`src/rtl/weight_update.sv`:
```
// rtl/weight_update.sv - 3x5 output-layer weight matrix with a sequential
// one-weight-per-cycle update pass (w -= lr * delta * act, saturated).
module weight_update #(
  parameter int W        = 10,
  parameter int FRAC     = 8,
  parameter int N_IN     = 5,
  parameter int N_OUT    = 3,
  parameter int LR_SHIFT = 2
) (
  input  logic               Clock,
  input  logic               Rst,
  input  logic               Start,
  input  logic [N_OUT*W-1:0] delta_in,
  input  logic [N_IN*W-1:0]  act_in,
  input  logic               WE,
  input  logic [3:0]         wr_addr,
  input  logic [W-1:0]       wr_data,
  input  logic [3:0]         rd_addr,
  output logic [W-1:0]       rd_data,
  output logic               Busy,
  output logic               Done
);
  localparam int N_W = N_IN * N_OUT;
  localparam int JW  = (N_OUT > 1) ? $clog2(N_OUT) : 1;
  localparam int IW  = (N_IN > 1) ? $clog2(N_IN) : 1;
  localparam logic [3:0] N_W_A = 4'(N_W);
  localparam logic signed [2*W-1:0] R_MAX = (2*W)'((2**(W-1)) - 1);
  localparam logic signed [2*W-1:0] R_MIN = (2*W)'(-(2**(W-1)));

  typedef enum logic [1:0] {IDLE, UPDATE, DONE} state_t;

  state_t state, state_next;

  logic signed [W-1:0] weights [N_W];
  logic signed [W-1:0] delta_q [N_OUT];
  logic signed [W-1:0] act_q   [N_IN];
  logic [JW-1:0]       j_q;
  logic [IW-1:0]       i_q;

  logic [3:0]            cur_addr;
  logic                  last;
  logic signed [W-1:0]   w_cur;
  logic signed [2*W-1:0] d_ext, a_ext, w_ext, prod, step, diff;
  logic signed [W-1:0]   w_new;

  // Datapath for the weight at (j_q, i_q); the product of two Q2.8 values fits 2W bits.
  always_comb begin
    cur_addr = 4'(int'(j_q) * N_IN + int'(i_q));
    last     = (j_q == JW'(N_OUT - 1)) && (i_q == IW'(N_IN - 1));
    w_cur    = weights[cur_addr];
    d_ext    = {{W{delta_q[j_q][W-1]}}, delta_q[j_q]};
    a_ext    = {{W{act_q[i_q][W-1]}}, act_q[i_q]};
    w_ext    = {{W{w_cur[W-1]}}, w_cur};
    prod     = d_ext * a_ext;
    step     = prod >>> (FRAC + LR_SHIFT);
    diff     = w_ext - step;
    if (diff > R_MAX)
      w_new = W'(R_MAX);
    else if (diff < R_MIN)
      w_new = W'(R_MIN);
    else
      w_new = diff[W-1:0];
  end

  always_comb begin
    state_next = state;
    Busy       = 1'b0;
    Done       = 1'b0;
    case (state)
      IDLE:   if (Start) state_next = UPDATE;
      UPDATE: begin
        Busy = 1'b1;
        if (last) state_next = DONE;
      end
      DONE:   begin
        Done       = 1'b1;
        state_next = IDLE;
      end
      default: state_next = IDLE;
    endcase
  end

  always_ff @(posedge Clock) begin
    if (!Rst) begin
      state <= IDLE;
      j_q   <= '0;
      i_q   <= '0;
      for (int k = 0; k < N_W; k++) weights[k] <= '0;
      for (int k = 0; k < N_OUT; k++) delta_q[k] <= '0;
      for (int k = 0; k < N_IN; k++) act_q[k] <= '0;
    end else begin
      state <= state_next;
      case (state)
        IDLE: begin
          // Start takes priority over a same-cycle preload.
          if (Start) begin
            for (int k = 0; k < N_OUT; k++) delta_q[k] <= delta_in[k*W +: W];
            for (int k = 0; k < N_IN; k++) act_q[k] <= act_in[k*W +: W];
            j_q <= '0;
            i_q <= '0;
          end else if (WE && (wr_addr < N_W_A)) begin
            weights[wr_addr] <= wr_data;
          end
        end
        UPDATE: begin
          weights[cur_addr] <= w_new;
          if (last) begin
            j_q <= '0;
            i_q <= '0;
          end else if (i_q == IW'(N_IN - 1)) begin
            i_q <= '0;
            j_q <= j_q + 1'b1;
          end else begin
            i_q <= i_q + 1'b1;
          end
        end
        default: ;
      endcase
    end
  end

  assign rd_data = (rd_addr < N_W_A) ? weights[rd_addr] : '0;

endmodule
```
`config.mk`:
```
export PLATFORM = sky130hd
export DESIGN_NAME = weight_update
export DESIGN_NICKNAME = d
export VERILOG_FILES = /design/src/rtl/weight_update.sv
export SDC_FILE = /design/constraint.sdc
export NUM_CORES = 1
export LEC_CHECK = 0
export ABC_AREA = 1
export CORE_MARGIN = 1.5
export CORE_UTILIZATION = 45
export CTS_CLUSTER_SIZE = 40
export DETAILED_ROUTE_END_ITERATION = 6
export GPL_ROUTABILITY_DRIVEN = 1
export PLACE_DENSITY_LB_ADDON = 0.15
export SYNTH_ARGS = -nofsm -noshare
export SYNTH_HDL_FRONTEND = slang
export SYNTH_SLANG_ARGS = --single-unit
```
`constraint.sdc`:
```
create_clock -name Clock -period 20.7 [get_ports Clock]
set_input_delay 2.07 -clock Clock [delete_from_list [all_inputs] [get_ports Clock]]
set_output_delay 2.07 -clock Clock [all_outputs]
set_load 0.005 [all_outputs]
```
# Word-level counts from Yosys, hierarchy flattened
# Memories as Yosys holds them, arrays and structs flattened. A register that Yosys moved wholly into a read port is not among the register bits.
# Cells that the tools add are included.
[word_totals] regBits=7 ram_bits=230 input_bits=102 output_inout_bits=12 word_cells=86 n_memories=3
[op_classes] n_addsub=4 multipliers=2 n_lt_le_gt_ge=4 eq_ne=7 n_mux=46 bitwise_logic=8 reduce_logical=9
[mem_list] memory="weights" depth=15 word_bits=10 read_ports=2 rd_clocked_by_memory_dff=0 wr=15 line_no="34" rtl="logic signed [W-1:0] weights [N_W];"
[mem_list] memory="act_q" depth=5 word_bits=10 read_ports=1 rd_clocked_by_memory_dff=1 wr=5 line_no="36" rtl="logic signed [W-1:0] act_q [N_IN];"
[mem_list] memory="delta_q" depth=3 word_bits=10 read_ports=1 rd_clocked_by_memory_dff=1 wr=3 line_no="35" rtl="logic signed [W-1:0] delta_q [N_OUT];"
[ops] operator="$mux 10" n=13
[ops] operator="$mul 10x10->20" n=1
[ops] operator="$reduce_or 10->1" n=2
[ops] operator="$mux 1" n=16
[ops] operator="$mux 3" n=5
[ops] operator="$mux 2" n=7
[ops] operator="$gt 11x10->1 const B" n=1
[ops] operator="$lt 11x10->1 const B" n=1
[ops] operator="$sub 10x10->11" n=1
[ops] operator="$lt 4x4->1 const B" n=2
[ops] operator="$mux 4" n=2
[ops] operator="$or 1x1->1" n=8
[ops] operator="$pmux 2 s2" n=2
[ops] operator="$pmux 3 s2" n=1
[ops] operator="$add 4x3->4" n=1
[ops] operator="$eq 2x2->1 const B" n=2
[ops] operator="$mul 2x3->4 const B" n=1
[ops] operator="$ne 2x2->1 const B" n=2
[ops] operator="$reduce_and 2->1" n=2
[ops] operator="$add 3x1->3 const B" n=1
[ops] operator="$eq 3x3->1 const B" n=1
[ops] operator="$ne 3x3->1 const B" n=1
[ops] operator="$reduce_and 3->1" n=1
[ops] operator="$add 2x1->2 const B" n=1
[ops] operator="4 further kinds" n=5

# Depth between registers and ports, before layout
# Gate-level depths: netlist of the first run.
[logic_depth] depth_word=10 ltp_mapped=43 ltp_nobuf=41

# Least setup slack after synthesis of the first run
# No wires, ideal clock.
[synth_timing] path_kind="input to register" startpoint="input port Start" endpoint="memory act_q[0][0], enable pin" setup_ps=629 arrival_ps=7737 required_time_ps=20071 slack_ps=12334 path_stages=2 n_path_buf=0 cell_sequence="inv_1 o21ai_0"
[synth_rtl] item="start, declared" line_no="12" rtl="input logic Start,"
[synth_rtl] item="end, declared" line_no="36"

==> flow_summary.toml, run 1 <==
[route]
route.detailed.drc = 0
final_antenna_net_count = 0
wl_per_cell_um = 20.1
num_vias = 14700
drtPass1Iterations = 7
routed_wl_um = 53100
vias_per_cell = 5.57
highest_layer = "met4"
met2_wirelength_um = 23100
drt_iter0_drc = 1395
wl_met1_um = 22700
wl_met3_um = 5350

[setup_path]
crit_cells = 31
r2r_end = "weights[1][1]"
cp-start-kind = "flop"
rr_worst_depth = 31
r2r_setup_slack_ps = 11730
path_common_cell = "nand2_1"
worst_ep_arrival_time_ps = 9220
critical_path_required_ps = 20950
critPathBufInv = 6
worst_path_largest_cell_delay_ps = 720
cp_max_fo = 21
path_class = "reg2reg"
crit_end = "weights[1][1]"
critPathCaptureType = "flop"
crit_slowest_cell = "dfxtp_1"
path_delay_family = "adder cells"

[synthesis]
synth_top_cell_area_share = 0.412
synth_ff_type = "edfxtp_1"
synth_nets = 2309
synthCells = 2053
netlist_area_um2 = 17500
synth_area_leader_cell = "edfxtp_1"
synthArstFlopShare = 0
synth_cell_type_count = 43
yosysWarnings = 0
ys_seq_elements = 252
synth_area_leaders = "edfxtp_1 (41%), fa_1 (11%), inv_1 (7.1%)"
synth-edff-count = 240
ys_seq_area_frac = 0.426
syn_avg_cell_area_um2 = 8.52

[clocking]
postCtsSetupRepairBufs = 0
htreeDepth = 1
ctsHoldBuffers = 0
cts.sinks = 252
cts_resized = 0
path_clk_slew_ps = 60
cts-root-buf = "clkbuf_16"
cts_buffer_depth = 3
cts_buffers = 28
cts_tree = "yes"
clk_latency_ps = 570

[die]
die_w_um = 200
start_util = 0.455
ios = 114
die_h_um = 200
core_area_um2 = 38500
num_rows = 72
dieArea_um2 = 40100

[sta]
setup_viol = 0
fin_ws_ps = 11730
rsz0062_at_grt = "false"
finalClockSkew_ps = 40.7
final.period_utilization = 0.433
max_freq_ghz = 0.112
hold_ws_ps = 576
tightest_slew_ps = 1180
relSlewSlack = 0.216
setup_tns_ps = 0
finalMaxSlewViolations = 0
final-hold-violation-count = 0
period_needed_ps = 8970

[run_status]
status = "finished, final reports clean"

[global_routing]
antenna_found_initial = 0
grt_pass1_wl_um = 81200
grt_max_degree = 81
grt_pass1_vias = 14200
overflow = 0
grt_use_total = 0.262

[cells_and_area]
area_growth_pct = 13.5
layout.nets = 2353
final-instance-count-excl-fill = 2637
fin_util = 0.516
drive_above_1_share = 0.0444
num-fill-cells = 3632
n_antenna_cell = 0

[run]
cap_violations = 0

[pwr]
ir_drop_uv = 140
p_per_area_nw_per_um2 = 146
p_leak_nw = 8.52

[place]
hpwl_um = 37400
place_ws_ps = 11860
io_buffers = 113
gp_congestion = 0.967
dp_cells = 2585

[worst_hold_path]
hold_path.class = "reg2reg"
==> power breakdown <==
part / internal, mW / leakage (nW) / switching, mW / total [mW]
Combinational: 0.574 / 5.47 / 1.21 / 1.78
Clock: 0.293 / 0.445 / 0.209 / 0.501
Sequential: 0.598 / 2.60 / 0.0129 / 0.611
Total: 1.46 / 8.52 / 1.43 / 2.89
==> cell usage after synthesis (2+ instances only) <==
cell type and count:
a211oi_1 4, a21oi_1 215, a31oi_1 10, a32o_1 2
and2_1 5, buf_1 2, buf_2 13, buf_4 3
clkbuf_1 95, clkinv_1 3, dfxtp_1 12, edfxtp_1 240
fa_1 92, ha_1 62, inv_1 333, inv_2 2
nand2_1 259, nand3_1 53, nand4_1 3, nor2_1 280
nor3_1 11, nor3_2 3, o211ai_1 50, o21ai_0 228
o21ai_1 8, o21ai_2 6, o221ai_1 8, o22ai_1 2
o311ai_0 2, o31ai_1 2, or2_2 14, xnor2_1 12
xor2_1 9
==> metrics by stage <==
stage	area [µm²]	total power, mW
after CTS	19900	2.89
after global routing	19900	3.14
final	19900	2.89
after global placement	18900	2.39
after detailed placement	18900	2.38
after floorplan	17500	1.91
==> cell usage in the layout (no fill, tap or decap), types with 8 or more instances in the layout <==
| master | netlist | final |
|---|---|---|
| fa_1 | 92 | 92 |
| nor2_1 | 280 | 280 |
| nand2_1 | 259 | 258 |
| a31oi_1 | 10 | 10 |
| o221ai_1 | 8 | 8 |
| buf_4 | 3 | 15 |
| clkinv_1 | 3 | 8 |
| inv_1 | 333 | 332 |
| o21ai_0 | 228 | 227 |
| xor2_1 | 9 | 9 |
| xnor2_1 | 12 | 12 |
| ha_1 | 62 | 60 |
| clkbuf_16 | 0 | 29 |
| a21oi_1 | 215 | 215 |
| clkdlybuf4s50_1 | 0 | 111 |
| dfxtp_1 | 12 | 12 |
| o21ai_1 | 8 | 8 |
| o211ai_1 | 50 | 50 |
| or2_2 | 14 | 14 |
| nor3_1 | 11 | 11 |
| nand3_1 | 53 | 53 |
| edfxtp_1 | 240 | 240 |
==> sequential cells by signal (all words and copies together) (netlist names), named ones only <==
name / cells
j_q: 2
delta_q: 30
weights: 160
state: 2
i_q: 3
act_q: 50
==> worst min-delay path by stage <==
stage	start	end	cells past startpoint
floorplan	j_q[0]	state[1]	1
global placement	i_q[2]	state[1]	2
detailed placement	i_q[2]	state[1]	2
CTS	j_q[1]	j_q[1]	2
global route	j_q[1]	j_q[1]	2
finish	j_q[1]	j_q[1]	2
==> worst min-delay path: stages (launching register included) <==
cell and delay, ps:
dfxtp_1 350, nor2_1 110, nor3_1 60
==> cell families (layout without fill, tap and decap cells) <==
family / after synthesis / after routing / share of synthesized area
adder cells (fa/ha/maj): 154 / 154 / 0.150
AND/OR/NAND/NOR: 632 / 632 / 0.145
AO/OA/AOI/OAI: 541 / 541 / 0.169
XOR/XNOR: 22 / 22 / 0.0114
flip-flops: 252 / 252 / 0.426
buffers and inverters: 452 / 518 / 0.0990
==> cell type report <==
type	count	area, µm²	area share
flip-flops and latches	252	7450	0.375
multi-input cells	1349	8340	0.420
well taps	518	648	0.0326
clock buffers	33	741	0.0373
repair buffers	128	1230	0.0621
clock inverters	19	179	0.00901
inverters	338	1270	0.0639
==> layer usage <==
| metal | GRT usage | vias to the layer above |
|---|---|---|
| met3 | 0.0600 | 107 |
| met4 | 0.0982 | 0 |
| met5 | 0 | - |
| li1 | - | 6858 |
| met1 | 0.369 | 7041 |
| met2 | 0.395 | 673 |
Note: power is estimated with default switching activity, not from simulation.
==> run 2, diff against run 1 <==
==> constraint.sdc (replaced) <==
create_clock -name Clock -period 7.2 [get_ports Clock]
set_input_delay 0.72 -clock Clock [delete_from_list [all_inputs] [get_ports Clock]]
set_output_delay 0.72 -clock Clock [all_outputs]
set_load 0.005 [all_outputs]
==> run 2 against run 1 <==
  * Count of clock-buffer cells in the layout is the same
  * Sequential power grew to 2.9 times the previous value
  * Clock skew shrank 9.7 ps
  * Non-clock buffer count grew 148
  * Worst hold slack lost 7.5 ps
  * First-iteration DRC count grew 23%
  * Cell count grew 5.5%
  * Combinational power grew to 5.0 times the previous value
  * Core utilization grew 5.3 points
  * Clock power grew to 2.6 times the previous value
  * Critical endpoint is now weights[8][2]
==> flow_summary.toml, run 2 (synthesis gave the netlist of run 1 again) <==
[cells_and_area]
final-instance-count-excl-fill = 2782
layout.nets = 2500
largest_reg_flops = 160
final_cell_mix = "inv_1 (304), nor2_1 (259), edfxtp_1 (240)"
fin_area_um2 = 21900
n_antenna_cell = 0
final_common_cell = "inv_1"
largest_register = "weights"
top_regs = "weights x160, act_q x50, delta_q x30"
drive_above_1_share = 0.184
area_growth_pct = 25.2

[clocking]
cts-root-buf = "clkbuf_16"
htreeDepth = 1
cts_buffers = 27
clk_latency_ps = 560
path_clk_slew_ps = 60
cts_buffer_depth = 3
cts.sinks = 252
cts_tree = "yes"

[place]
place_ws_ps = -239
hpwl_um = 38400
gp_congestion = 0.966
dpl-instance-area_um2 = 19900
dp_cells = 2703
io_buffers = 113

[run_status]
status = "finished, final reports clean"

[sta]
finalMaxSlewViolations = 0
final.period_utilization = 0.987
period_needed_ps = 7110
max_freq_ghz = 0.141
rsz0062_at_grt = "true"
setup_viol = 0
tightest_slew_ps = 1200
final-hold-violation-count = 0
relSlewSlack = 0.196
fin_ws_ps = 94.0
hold_ws_ps = 568
finalClockSkew_ps = 30.9

[die]
num_rows = 72
ios = 114
dieArea_um2 = 40100
die_w_um = 200
core_area_um2 = 38500
die_h_um = 200
start_util = 0.455

[route]
drtPass1Iterations = 6
wl_per_cell_um = 19.8
final_antenna_net_count = 0
routed_wl_um = 55100
route.detailed.drc = 0
num_vias = 15400
vias_per_cell = 5.54
drt_iter0_drc = 1721

[global_routing]
grt_pass1_vias = 14600
antenna_found_initial = 0
overflow = 0
grt_use_total = 0.262
grt_max_degree = 81
grt_pass1_wl_um = 82100

[setup_path]
worst_path_largest_cell_delay_ps = 530
crit_slowest_cell = "fa_1"
critPathCaptureType = "flop"
worst_ep_arrival_time_ps = 7390
cp_max_fo = 8
cp-start-kind = "flop"
critical_path_required_ps = 7480
path_common_cell = "fa_1"
path_class = "reg2reg"

[pwr]
p_total_mw = 12.0
p_per_area_nw_per_um2 = 548
p_leak_nw = 9.38
ir_drop_uv = 546

[run]
cap_violations = 0

[worst_hold_path]
min_from = "i_q[2]"
hold_path.class = "reg2reg"
-- run 2: cell count changes in the layout (fill, tap and decap cells not counted), sizes merged --
cell,previous run,this run
inv,336,337
clkinvlp,3,2
buf,17,161
clkinv,15,14
clkbuf,33,37
bufinv,3,1
-- run 2: path summary, 6_finish.rpt --
check / cells after the start / slack, ps / end
setup / recovery: 33 / 90 / weights[8][2]
hold / removal: 2 / 570 / state[1]
setup reg to reg: 33 / 90 / weights[8][2]
hold reg to reg: 2 / 570 / state[1]
-- run 2: report_power, final --
group          switching, mW  internal [mW]
sequential            0.0349           1.72
clock                  0.592          0.730
combinational           4.86           4.08
-- run 2: layout make-up --
cell class                      count  area, µm²
Fill cell                        3457      16600
Inverter                          338       1290
Tap cell                          518        648
Timing Repair Buffer              276       2610
Multi-Input combinational cell   1349       9070
Clock inverter                     16        125
Clock buffer                       33        698
Sequential cell                   252       7460
-- run 2: critical path, delay by kind of cell (launching register included) --
family,cells,cell delay [ps]
flops,1,390
simple gates,11,1390
xor+xnor,1,250
buf+inv,7,810
compound gates,7,920
fa+ha+maj,7,3060
-- run 2: what timing repair did --
item	CTS	global route
cloned	0	5
setup buffers	1	25
pin swaps	4	77
hold buffers	0	0
resized for setup	17	236
endpoints found under the setup margin	159	160
-- run 2: metal layers --
metal | vias up | wire length, µm | global-route usage
li1 | 7167 | - | -
met1 | 7360 | 22800 | 0.378
met2 | 799 | 24800 | 0.405
met3 | 98 | 5870 | 0.0430
met4 | 0 | 1640 | 0.0828
met5 | - | 0 | 0
-- run 2: metrics by stage --
step,TNS [ps],util
after floorplan,0,-
after global placement,-18700,0.519
after detailed placement,-30270,0.519
after CTS,0,0.541
after global routing,-17570,0.569
final,0,0.569
==> run 3, diff against run 2 <==
==> constraint.sdc (replaced) <==
create_clock -name Clock -period 7.6 [get_ports Clock]
set_input_delay 0.76 -clock Clock [delete_from_list [all_inputs] [get_ports Clock]]
set_output_delay 0.76 -clock Clock [all_outputs]
set_load 0.005 [all_outputs]
==> run 3 against run 2 <==
  * Clock skew is 12 ps higher
  * Largest cell class unchanged
  * Combinational power shrank 39%
  * Cell count decreased by 3.6%
  * Register-to-register slack better by 230 ps
  * Setup slack gained 230 ps
  * Critical endpoint is now weights[3][5]
  * Non-clock buffer count down 104
  * First-iteration DRC count down 8.9%
  * Critical path depth up 1
  * Sequential power decreased by 5%
  * Highest routed layer is now met5
  * Sequential share of layout area up 2.4 points
==> flow_summary.toml, run 3 (synthesis gave the netlist of run 1 again) <==
[route]
wl_per_cell_um = 19.8
num_vias = 15000
route.detailed.drc = 0
drtPass1Iterations = 6
drt_iter0_drc = 1568
vias_per_cell = 5.59
final_antenna_net_count = 0
routed_wl_um = 53200

[setup_path]
worst_ep_arrival_time_ps = 7590
crit_cells = 34
path_delay_family = "adder cells"
critPathCaptureType = "flop"
cp_max_fo = 11
cp-start-kind = "flop"
path_common_cell = "inv_1"
worst_path_largest_cell_delay_ps = 520
critical_path_required_ps = 7910
critPathBufInv = 8
rr_worst_depth = 34
path_class = "reg2reg"
crit_slowest_cell = "fa_1"

[place]
hpwl_um = 37700
gp_congestion = 0.955
place_ws_ps = 83.5
io_buffers = 113
dp_cells = 2626

[die]
dieArea_um2 = 40100
num_rows = 72
die_w_um = 200
ios = 114
core_area_um2 = 38500
start_util = 0.455
die_h_um = 200

[cells_and_area]
num-fill-cells = 3570
largest_reg_flops = 160
final_cell_mix = "inv_1 (321), nor2_1 (276), nand2_1 (255)"
largest_register = "weights"
fin_util = 0.532
regArea_um2 = 7450
n_antenna_cell = 0
final-instance-count-excl-fill = 2681
top_regs = "weights x160, act_q x50, delta_q x30"
final_common_cell = "inv_1"
layout.nets = 2397
area_growth_pct = 16.9
multi_input_area_um2 = 8440
drive_above_1_share = 0.0786

[worst_hold_path]
hold_path_depth = 2
hold_path.class = "reg2reg"

[global_routing]
overflow = 0
grt_pass1_vias = 14400
grt_max_degree = 82
grt_use_total = 0.260
grt_pass1_wl_um = 80600
antenna_found_initial = 1

[sta]
finalMaxSlewViolations = 0
tightest_slew_ps = 1070
relSlewSlack = 0.278
max_freq_ghz = 0.137
period_needed_ps = 7280
rsz0062_at_grt = "true"
fin_ws_ps = 324
finalClockSkew_ps = 42.6
final-hold-violation-count = 0
final.period_utilization = 0.957
setup_viol = 0

[clocking]
cts_buffer_depth = 3
cts_buffers = 28
path_clk_slew_ps = 70
htreeDepth = 1
cts-root-buf = "clkbuf_16"
clk_latency_ps = 590
cts.sinks = 252
cts_tree = "yes"
ctsHoldBuffers = 0

[pwr]
p_total_mw = 8.48
ir_drop_uv = 491
p_leak_nw = 8.80
p_per_area_nw_per_um2 = 415

[run_status]
status = "finished, final reports clean"

[run]
cap_violations = 0
run 3: what timing repair did:
action | 4_1_cts | 5_1_grt
resized for setup | 0 | 46
setup endpoints to repair | 0 | 160
buffers inserted | 0 | 2
run 3: layer usage:
metal	wire, µm	vias to the layer above	global-route usage	share of wire
met2	23300	762	0.396	0.44
met4	1890	2	0.0977	0.035
met5	13	-	0	0.00024
met3	5530	110	0.0582	0.10
met1	22400	7175	0.364	0.42
li1	-	6942	-	-
run 3: worst paths after layout:
check / from / to / slack [ps]
worst max register to register: flop / weights[3][5] / 320
worst min register to register: i_q[2] / state[1] / 570
worst min-delay path: i_q[2] / state[1] / 570
worst max-delay path: flop / weights[3][5] / 320
run 3: area by class of cell:
class                      instances  share of cell area
clock inverter                    17              0.0105
tap                              518              0.0317
timing repair buffer             172              0.0826
sequential                       252               0.364
multi-input combinational       1349               0.413
inverter                         338              0.0624
clock buffer                      35              0.0355
run 3: metrics by stage:
stage | area [µm²] | hold WS [ps] | TNS, ps
5_1_grt | 20400 | 616 | -806
3_5_place_dp | 19300 | 563 | 0
6_report | 20400 | 571 | 0
4_1_cts | 20300 | 565 | 0
3_3_place_gp | 19300 | 563 | 0
2_1_floorplan | 17500 | 478 | 0
run 3: power by group:
part	total, mW	switching, mW	internal (mW)
combinational	5.43	3.35	2.08
sequential	1.66	0.0320	1.63
clock	1.39	0.591	0.795
run 3: worst min-delay path: stages (launching register included):
cell	delay, ps
dfxtp_1	350
nand2_1	120
nor4_1	60
